===== src/rtl/ftdi_write_ctrl.sv =====
// ftdi_write_ctrl: FT232H sync-245 write side with 2-entry buffer, bus yield and SIWU# flush
module ftdi_write_ctrl #(
  parameter int FLUSH_TIMEOUT = 255,
  parameter int CNT_W = 8
) (
  input  logic       clk_i,
  input  logic       rst_n_i,
  input  logic [7:0] data_i,
  input  logic       valid_i,
  output logic       ready_o,
  input  logic       bus_busy_i,
  input  logic       txe_n_i,
  output logic       wr_n_o,
  output logic [7:0] data_o,
  output logic       data_oe_o,
  output logic       siwu_n_o
);
  typedef enum logic [1:0] {IDLE, TURN, WRITE, FLUSH} state_t;
  localparam logic [CNT_W-1:0] LAST = CNT_W'(FLUSH_TIMEOUT == 0 ? 0 : FLUSH_TIMEOUT - 1);
  state_t state, state_next;
  logic [1:0] count, count_next;
  logic [7:0] tail;
  logic [CNT_W-1:0] cnt;
  logic armed, push, pop, flush_hit;
  assign ready_o = count != 2'd2;
  assign push = valid_i && ready_o;
  assign pop = !wr_n_o && !txe_n_i;
  assign count_next = count + {1'b0, push} - {1'b0, pop};
  assign flush_hit = armed && count == 2'd0 && cnt == LAST;
  always_comb begin
    state_next = IDLE;
    case (state)
      IDLE:    state_next = (count != 2'd0 && !bus_busy_i && !txe_n_i) ? TURN : flush_hit ? FLUSH : IDLE;
      TURN:    state_next = bus_busy_i ? IDLE : WRITE;
      WRITE:   state_next = (bus_busy_i || count_next == 2'd0) ? IDLE : WRITE;
      default: state_next = IDLE;
    endcase
  end
  always_ff @(posedge clk_i or negedge rst_n_i) begin
    if (!rst_n_i) begin
      state <= IDLE;
      count <= 2'd0;
      tail <= 8'd0;
      data_o <= 8'd0;
      wr_n_o <= 1'b1;
      data_oe_o <= 1'b0;
      siwu_n_o <= 1'b1;
      armed <= 1'b0;
      cnt <= '0;
    end else begin
      state <= state_next;
      count <= count_next;
      data_oe_o <= state_next == TURN || state_next == WRITE;
      wr_n_o <= !(state_next == WRITE && !txe_n_i && count_next != 2'd0);
      siwu_n_o <= state_next != FLUSH;
      if (push && (count == 2'd0 || pop)) data_o <= data_i;
      else if (pop && count == 2'd2) data_o <= tail;
      if (push && count == 2'd1 && !pop) tail <= data_i;
      if (pop) begin
        armed <= FLUSH_TIMEOUT != 0;
        cnt <= '0;
      end else if (state_next == FLUSH) begin
        armed <= 1'b0;
        cnt <= '0;
      end else if (push) cnt <= '0;
      else if (armed && state == IDLE && count == 2'd0) cnt <= cnt + 1'b1;
    end
  end
endmodule


===== config.mk =====
export PLATFORM = sky130hd
export DESIGN_NAME = ftdi_write_ctrl
export DESIGN_NICKNAME = d
export VERILOG_FILES = /design/src/rtl/ftdi_write_ctrl.sv
export SDC_FILE = /design/constraint.sdc
export NUM_CORES = 1
export LEC_CHECK = 0
export BUFFER_PORTS_ARGS = -buffer_cell sky130_fd_sc_hd__buf_4
export CORE_MARGIN = 8
export CORE_UTILIZATION = 45
export DETAILED_ROUTE_END_ITERATION = 6
export PLACE_DENSITY = 0.72
export REMOVE_ABC_BUFFERS = 1
export SLEW_MARGIN = 20
export SYNTH_ARGS = -nofsm -noshare
export SYNTH_HDL_FRONTEND = slang
export SYNTH_SLANG_ARGS = --single-unit

===== constraint.sdc =====
create_clock -name clk_i -period 2 [get_ports clk_i]
set_clock_uncertainty 0.05 [all_clocks]
set_input_delay 0 -clock clk_i [delete_from_list [all_inputs] [get_ports clk_i]]
set_output_delay 0 -clock clk_i [all_outputs]
set_load 0.02 [all_outputs]

==> impl_metrics.ini, run 1 <==
[worst_hold_path]
hold_path.startpoint = bus_busy_i
whs_path_depth = 4
hold_path_end = state[1]$_DFF_PN0_
hold_class = input port to flop

[floorplan]
core_area_um2 = 3260
die_x_um = 73.7
dieHeight_um = 73.7
start_util_pct = 45.9
io_pins = 25
placementRows = 21
die-area_um2 = 5430

[detailed_routing]
ant_nets = 0
drt-vias-per-instance = 5.00
vias = 1199
drc_errors = 0
dr.pass1.iters = 4
wl_um = 3460
wl_per_cell_um = 14.4
drt_iter0_markers = 32

[synthesis]
syn-instance-count = 127
ys_warn_count = 0
synth_edf_count = 0
netlist_area_um2 = 1500
synthArstFlopShare_pct = 100
ys_ff_latch = 32
synth_top_area_cell = dfrtp_1
synth_top_flop_cell = dfrtp_1
synth_cell_types = 33
yosysTopAreaCellShare_pct = 50.2
yosysSeqAreaShare_pct = 53.7
syn_avg_cell_area_um2 = 11.8
synth_area_leaders = dfrtp_1, mux2_2, a22o_1

[worst_setup_path]
critical_path_class = flop to flop
path_max_fanout = 7
r2r_slack_ns = -0.16
crit_required_ns = 2.18
r2r-start = count[0]$_DFF_PN0_
cp.arrival_ns = 2.34
startpoint_type = flop
cp-end-kind = flop
timing.rr.end = cnt[6]$_DFFE_PN0P_
reg2reg_depth = 10

[grt]
grtUsageTotal_pct = 14.0
overflow = 0
grt_max_degree = 33
grtUsageMet2_pct = 24.0
grt_pass1_wl_um = 5740
grt_most_used_layer = met2
use_met3_pct = 4.64
antenna_found_initial = 0
grt_util_met1_pct = 13.9
grt_pass1_vias = 1288

[placed_design]
place_hpwl_um = 2330
dp.cells = 218
port_buffers = 24
place.gp.congestion = 0.809
dpl_cell_area_um2 = 1890

[job]
maxCapViolCount = 0

[run_status]
status = finished with violations
violations = negative setup slack

[cells_and_area]
layout_commonest_cell = buf_4
antenna_cells = 0
area_growth_pct = 44.2
final_cell_mix = buf_4, dfrtp_1, dlygate4sd3_1, a21o_1
final_area_um2 = 2160
fillers = 280
drive_above_1_share_pct = 45.9
instances_no_fill = 240
nNetsFinal = 211

[sta]
post-route-min-period_ns = 2.16
rsz0062_at_grt = yes
slew_violations = 0
finalSetupTns_ns = -1.25
timing.final.ws_setup_ns = -0.159
finalCritPeriodShare_pct = 108
fmax_mhz = 463
hold_viol_final = 0
fin_hold_ws_ns = 0.0493
relSlewSlack_pct = 66.5
max_slew.worst_pin.slew_ns = 0.495
setup_viol = 10

[clock_network]
cts_tree = yes
clk_pin_slew_ns = 0.10
clockBufferDepth = 2
numCtsBuffers = 5
clock_latency_ns = 0.35
cts.sinks = 32
cts-root-buf = clkbuf_4
htree_levels = 2

[power_and_ir_drop]
powerDensity_nw_per_um2 = 1260
peakVddDrop_v = 0.000914
p_total_mw = 2.72
p_leak_nw = 1.04
-- worst max path at each step --
stage / startpoint / to / cells after the start
6_report: count[0]$_DFF_PN0_ / cnt[6]$_DFFE_PN0P_ / 10
5_1_grt: count[0]$_DFF_PN0_ / cnt[2]$_DFFE_PN0P_ / 12
4_1_cts: count[0]$_DFF_PN0_ / cnt[0]$_DFFE_PN0P_ / 10
3_5_place_dp: count[0]$_DFF_PN0_ / cnt[5]$_DFFE_PN0P_ / 12
3_3_place_gp: count[0]$_DFF_PN0_ / cnt[2]$_DFFE_PN0P_ / 12
2_1_floorplan: count[1]$_DFF_PN0_ / cnt[1]$_DFFE_PN0P_ / 11
-- layout make-up --
cell class | instances | area [um^2] | share of cell area (%)
Clock buffer | 6 | 51.3 | 2.38
Clock inverter | 2 | 10.0 | 0.464
Inverter | 5 | 18.8 | 0.870
Multi-Input combinational cell | 89 | 738 | 34.2
Sequential cell | 32 | 803 | 37.2
Tap cell | 46 | 57.6 | 2.67
Timing Repair Buffer | 60 | 479 | 22.2
-- critical path, cell delays in order, from the launching register on --
cell	delay, ns
dfrtp_1	0.41
buf_4	0.14
or2_4	0.23
or4_4	0.44
o21ai_2	0.07
o21a_1	0.17
ha_2	0.19
nor2_1	0.04
nand2_1	0.09
buf_6	0.16
nor2_4	0.05
-- power breakdown --
part	leakage [nW]	switching (mW)	internal (mW)	total (mW)
Clock	0.0380	0.226	0.167	0.393
Sequential	0.401	0.134	0.880	1.01
Combinational	0.600	0.609	0.703	1.31
-- Yosys cell counts, drive strengths merged, types with 3 or more instances --
master / number
nand4: 4
inv: 5
nor2: 14
a21o: 9
ha: 5
o21ai: 3
mux2: 8
dfrtp: 30
nor4: 3
a22o: 8
nand2: 7
xor2: 3
xnor2: 7
and3: 3
-- logic make-up after synthesis --
family / after synthesis / share of synthesized area [%]
and+or+nand+nor: 40 / 15.5
DFF: 32 / 53.7
AOI/OAI and AO/OA: 26 / 13.2
xor gates and xnor gates: 10 / 5.85
muxes: 8 / 6.02
buffers and inverters: 6 / 1.59
adders and majority gates: 5 / 4.18
-- timing repair --
action                                 CTS  global route
gates resized for setup                 12             7
buffers inserted                         3             2
hold buffers                            10             0
endpoints found under the hold margin   49             0
pin swaps                                5             2
setup endpoints to repair               11            11
-- routing by layer --
layer,vias to the layer above,share of wire [%]
li1,587,-
met1,572,40
met2,33,51
met3,7,6.9
met4,0,2.0
met5,-,0
-- flip-flops by register name, summed over array words and instances (netlist names) --
register   count
tail           8
data_oe_o      1
armed          1
siwu_n_o       1
cnt            8
state          2
count          2
data_o         8
wr_n_o         1
-- stage by stage --
stage                     utilization [%]  worst slack [ns]
after floorplan                         -            -0.369
after global placement               58.1            -0.107
after detailed placement             58.1            -0.180
after CTS                            64.9            -0.107
after global routing                 66.2            -0.247
final                                66.2            -0.159
Power figures use the tool's default switching activity.
==> run 2: changes to the inputs <==
--- a/config.mk
+++ b/config.mk
@@ -10,7 +10,6 @@
 export CORE_UTILIZATION = 45
 export DETAILED_ROUTE_END_ITERATION = 6
 export PLACE_DENSITY = 0.72
-export REMOVE_ABC_BUFFERS = 1
 export SLEW_MARGIN = 20
 export SYNTH_ARGS = -nofsm -noshare
 export SYNTH_HDL_FRONTEND = slang
==> run 2 against run 1 <==
The flow still finishes with violations (negative setup slack). Core utilization rose by 0.73 points. Worst setup slack improved by 0.046 ns. Largest cell class unchanged. Combinational power rose by 3%. Global-route usage fell by 0.70 points. Sequential power barely moved. Critical endpoint is now wr_n_o$_DFF_PN1_. Sequential cell count did not move.
==> impl_metrics.ini, run 2 (synthesis results as in run 1) <==
[floorplan]
die_x_um = 73.7
io_pins = 25
start_util_pct = 45.9
core_area_um2 = 3260
die-area_um2 = 5430
dieHeight_um = 73.7
placementRows = 21

[clock_network]
cts-root-buf = clkbuf_4
cts_tree = yes
numCtsBuffers = 5
clk_pin_slew_ns = 0.10
htree_levels = 2
clock_latency_ns = 0.33
cts.sinks = 32
clockBufferDepth = 2

[worst_setup_path]
critical_path_class = flop to flop
r2r-start = count[0]$_DFF_PN0_
cp-end-kind = flop
path_max_fanout = 3
cp-startpoint = count[0]$_DFF_PN0_
cp.arrival_ns = 2.32
crit_required_ns = 2.20
startpoint_type = flop

[power_and_ir_drop]
peakVddDrop_v = 0.000728
powerDensity_nw_per_um2 = 1260
p_leak_nw = 1.03
p_total_mw = 2.75

[detailed_routing]
wl_per_cell_um = 13.4
drc_errors = 0
drt-vias-per-instance = 5.02
wl_um = 3200
dr.pass1.iters = 4
drt_iter0_markers = 37
vias = 1195
ant_nets = 0

[synthesis]
synth_fp_nets = 145

[placed_design]
place_hpwl_um = 2270
place.gp.congestion = 0.870
port_buffers = 24
dpl_cell_area_um2 = 1900

[cells_and_area]
layout_commonest_cell = buf_4
area_growth_pct = 45.8
final_area_um2 = 2180
fillers = 255
final_cell_mix = buf_4, dfrtp_1, dlygate4sd3_1, nor2_1, a21o_1
nNetsFinal = 209
largest_registers = cnt x8, data_o x8, tail x8
antenna_cells = 0
drive_above_1_share_pct = 46.9

[sta]
slew_violations = 0
hold_viol_final = 0
relSlewSlack_pct = 66.2
max_slew.worst_pin.slew_ns = 0.504
post-route-min-period_ns = 2.11
timing.final.ws_setup_ns = -0.113
setup_viol = 11
rsz0062_at_grt = yes
fin_hold_ws_ns = 0.0845
finalCritPeriodShare_pct = 106
fmax_mhz = 473

[grt]
grt_pass1_vias = 1227
antenna_found_initial = 0
grtUsageTotal_pct = 13.3
overflow = 0
grt_pass1_wl_um = 5550
grt_max_degree = 33

[worst_hold_path]
hold_class = input port to async pin

[run_status]
violations = negative setup slack
status = finished with violations

[job]
maxCapViolCount = 0
run 2: cell types whose count changed in the layout (fill, tap and decap cells not counted), sizes merged:
| cell | before | now |
|---|---|---|
| buf | 50 | 48 |
run 2: power breakdown:
group / switching [mW] / internal [mW] / leakage [nW]
clock network: 0.211 / 0.167 / 0.0380
logic: 0.627 / 0.727 / 0.596
registers: 0.136 / 0.883 / 0.400
run 2: routing by layer:
layer  GRT usage, %  vias to the layer above  share of wire [%]
met4           6.65                        0                1.3
met5              0                        -                  0
met3           5.32                        6                7.2
met1           14.7                      576                 42
met2           21.4                       27                 49
li1               -                      586                  -
run 2: critical path, cell delays in order, from the launching register on:
cell	delay (ns)
dfrtp_1	0.41
nand2b_4	0.17
nand2_4	0.06
xnor2_2	0.12
ha_1	0.33
a21oi_2	0.11
nand2_1	0.06
o21a_1	0.21
buf_4	0.16
ha_4	0.14
nor2b_2	0.15
o21ai_1	0.08
run 2: layout make-up:
type | count | area [um^2] | area share [%]
clock buffer | 6 | 51.3 | 2.35
multi-input combinational | 89 | 768 | 35.2
timing repair buffer | 58 | 472 | 21.6
inverter | 5 | 18.8 | 0.860
clock inverter | 2 | 10.0 | 0.459
sequential | 32 | 805 | 36.9
tap | 46 | 57.6 | 2.64
run 2: what timing repair did:
item / 4_1_cts / 5_1_grt
hold buffers: 10 / 0
setup endpoints to repair: 11 / 12
resized for setup: 11 / 8
pin swaps: 4 / 2
hold endpoints to repair: 49 / 0
buffers inserted: 4 / 1
run 2: per-stage QoR:
step                      TNS, ns  setup WS (ns)  util [%]  instances
after global placement    -0.0441        -0.0340      58.3        215
after CTS                  -0.319        -0.0762      66.0        237
after floorplan            -0.448         -0.112         -        127
after detailed placement   -0.665         -0.119      58.3        215
after global routing        -1.83         -0.236      67.0        238
final                      -0.530         -0.113      67.0        238
run 2: final timing paths:
kind / cells past startpoint / slack [ns] / to
setup / recovery: 11 / -0.11 / wr_n_o$_DFF_PN1_
max in group asynchronous: 2 / 1.49 / siwu_n_o$_DFF_PN1_
hold reg to reg: 1 / 0.43 / data_o[5]$_DFFE_PN0P_
hold / removal: 2 / 0.08 / cnt[7]$_DFFE_PN0P_
setup reg to reg: 11 / -0.11 / wr_n_o$_DFF_PN1_
min in group clk_i: 5 / 0.13 / state[0]$_DFF_PN0_
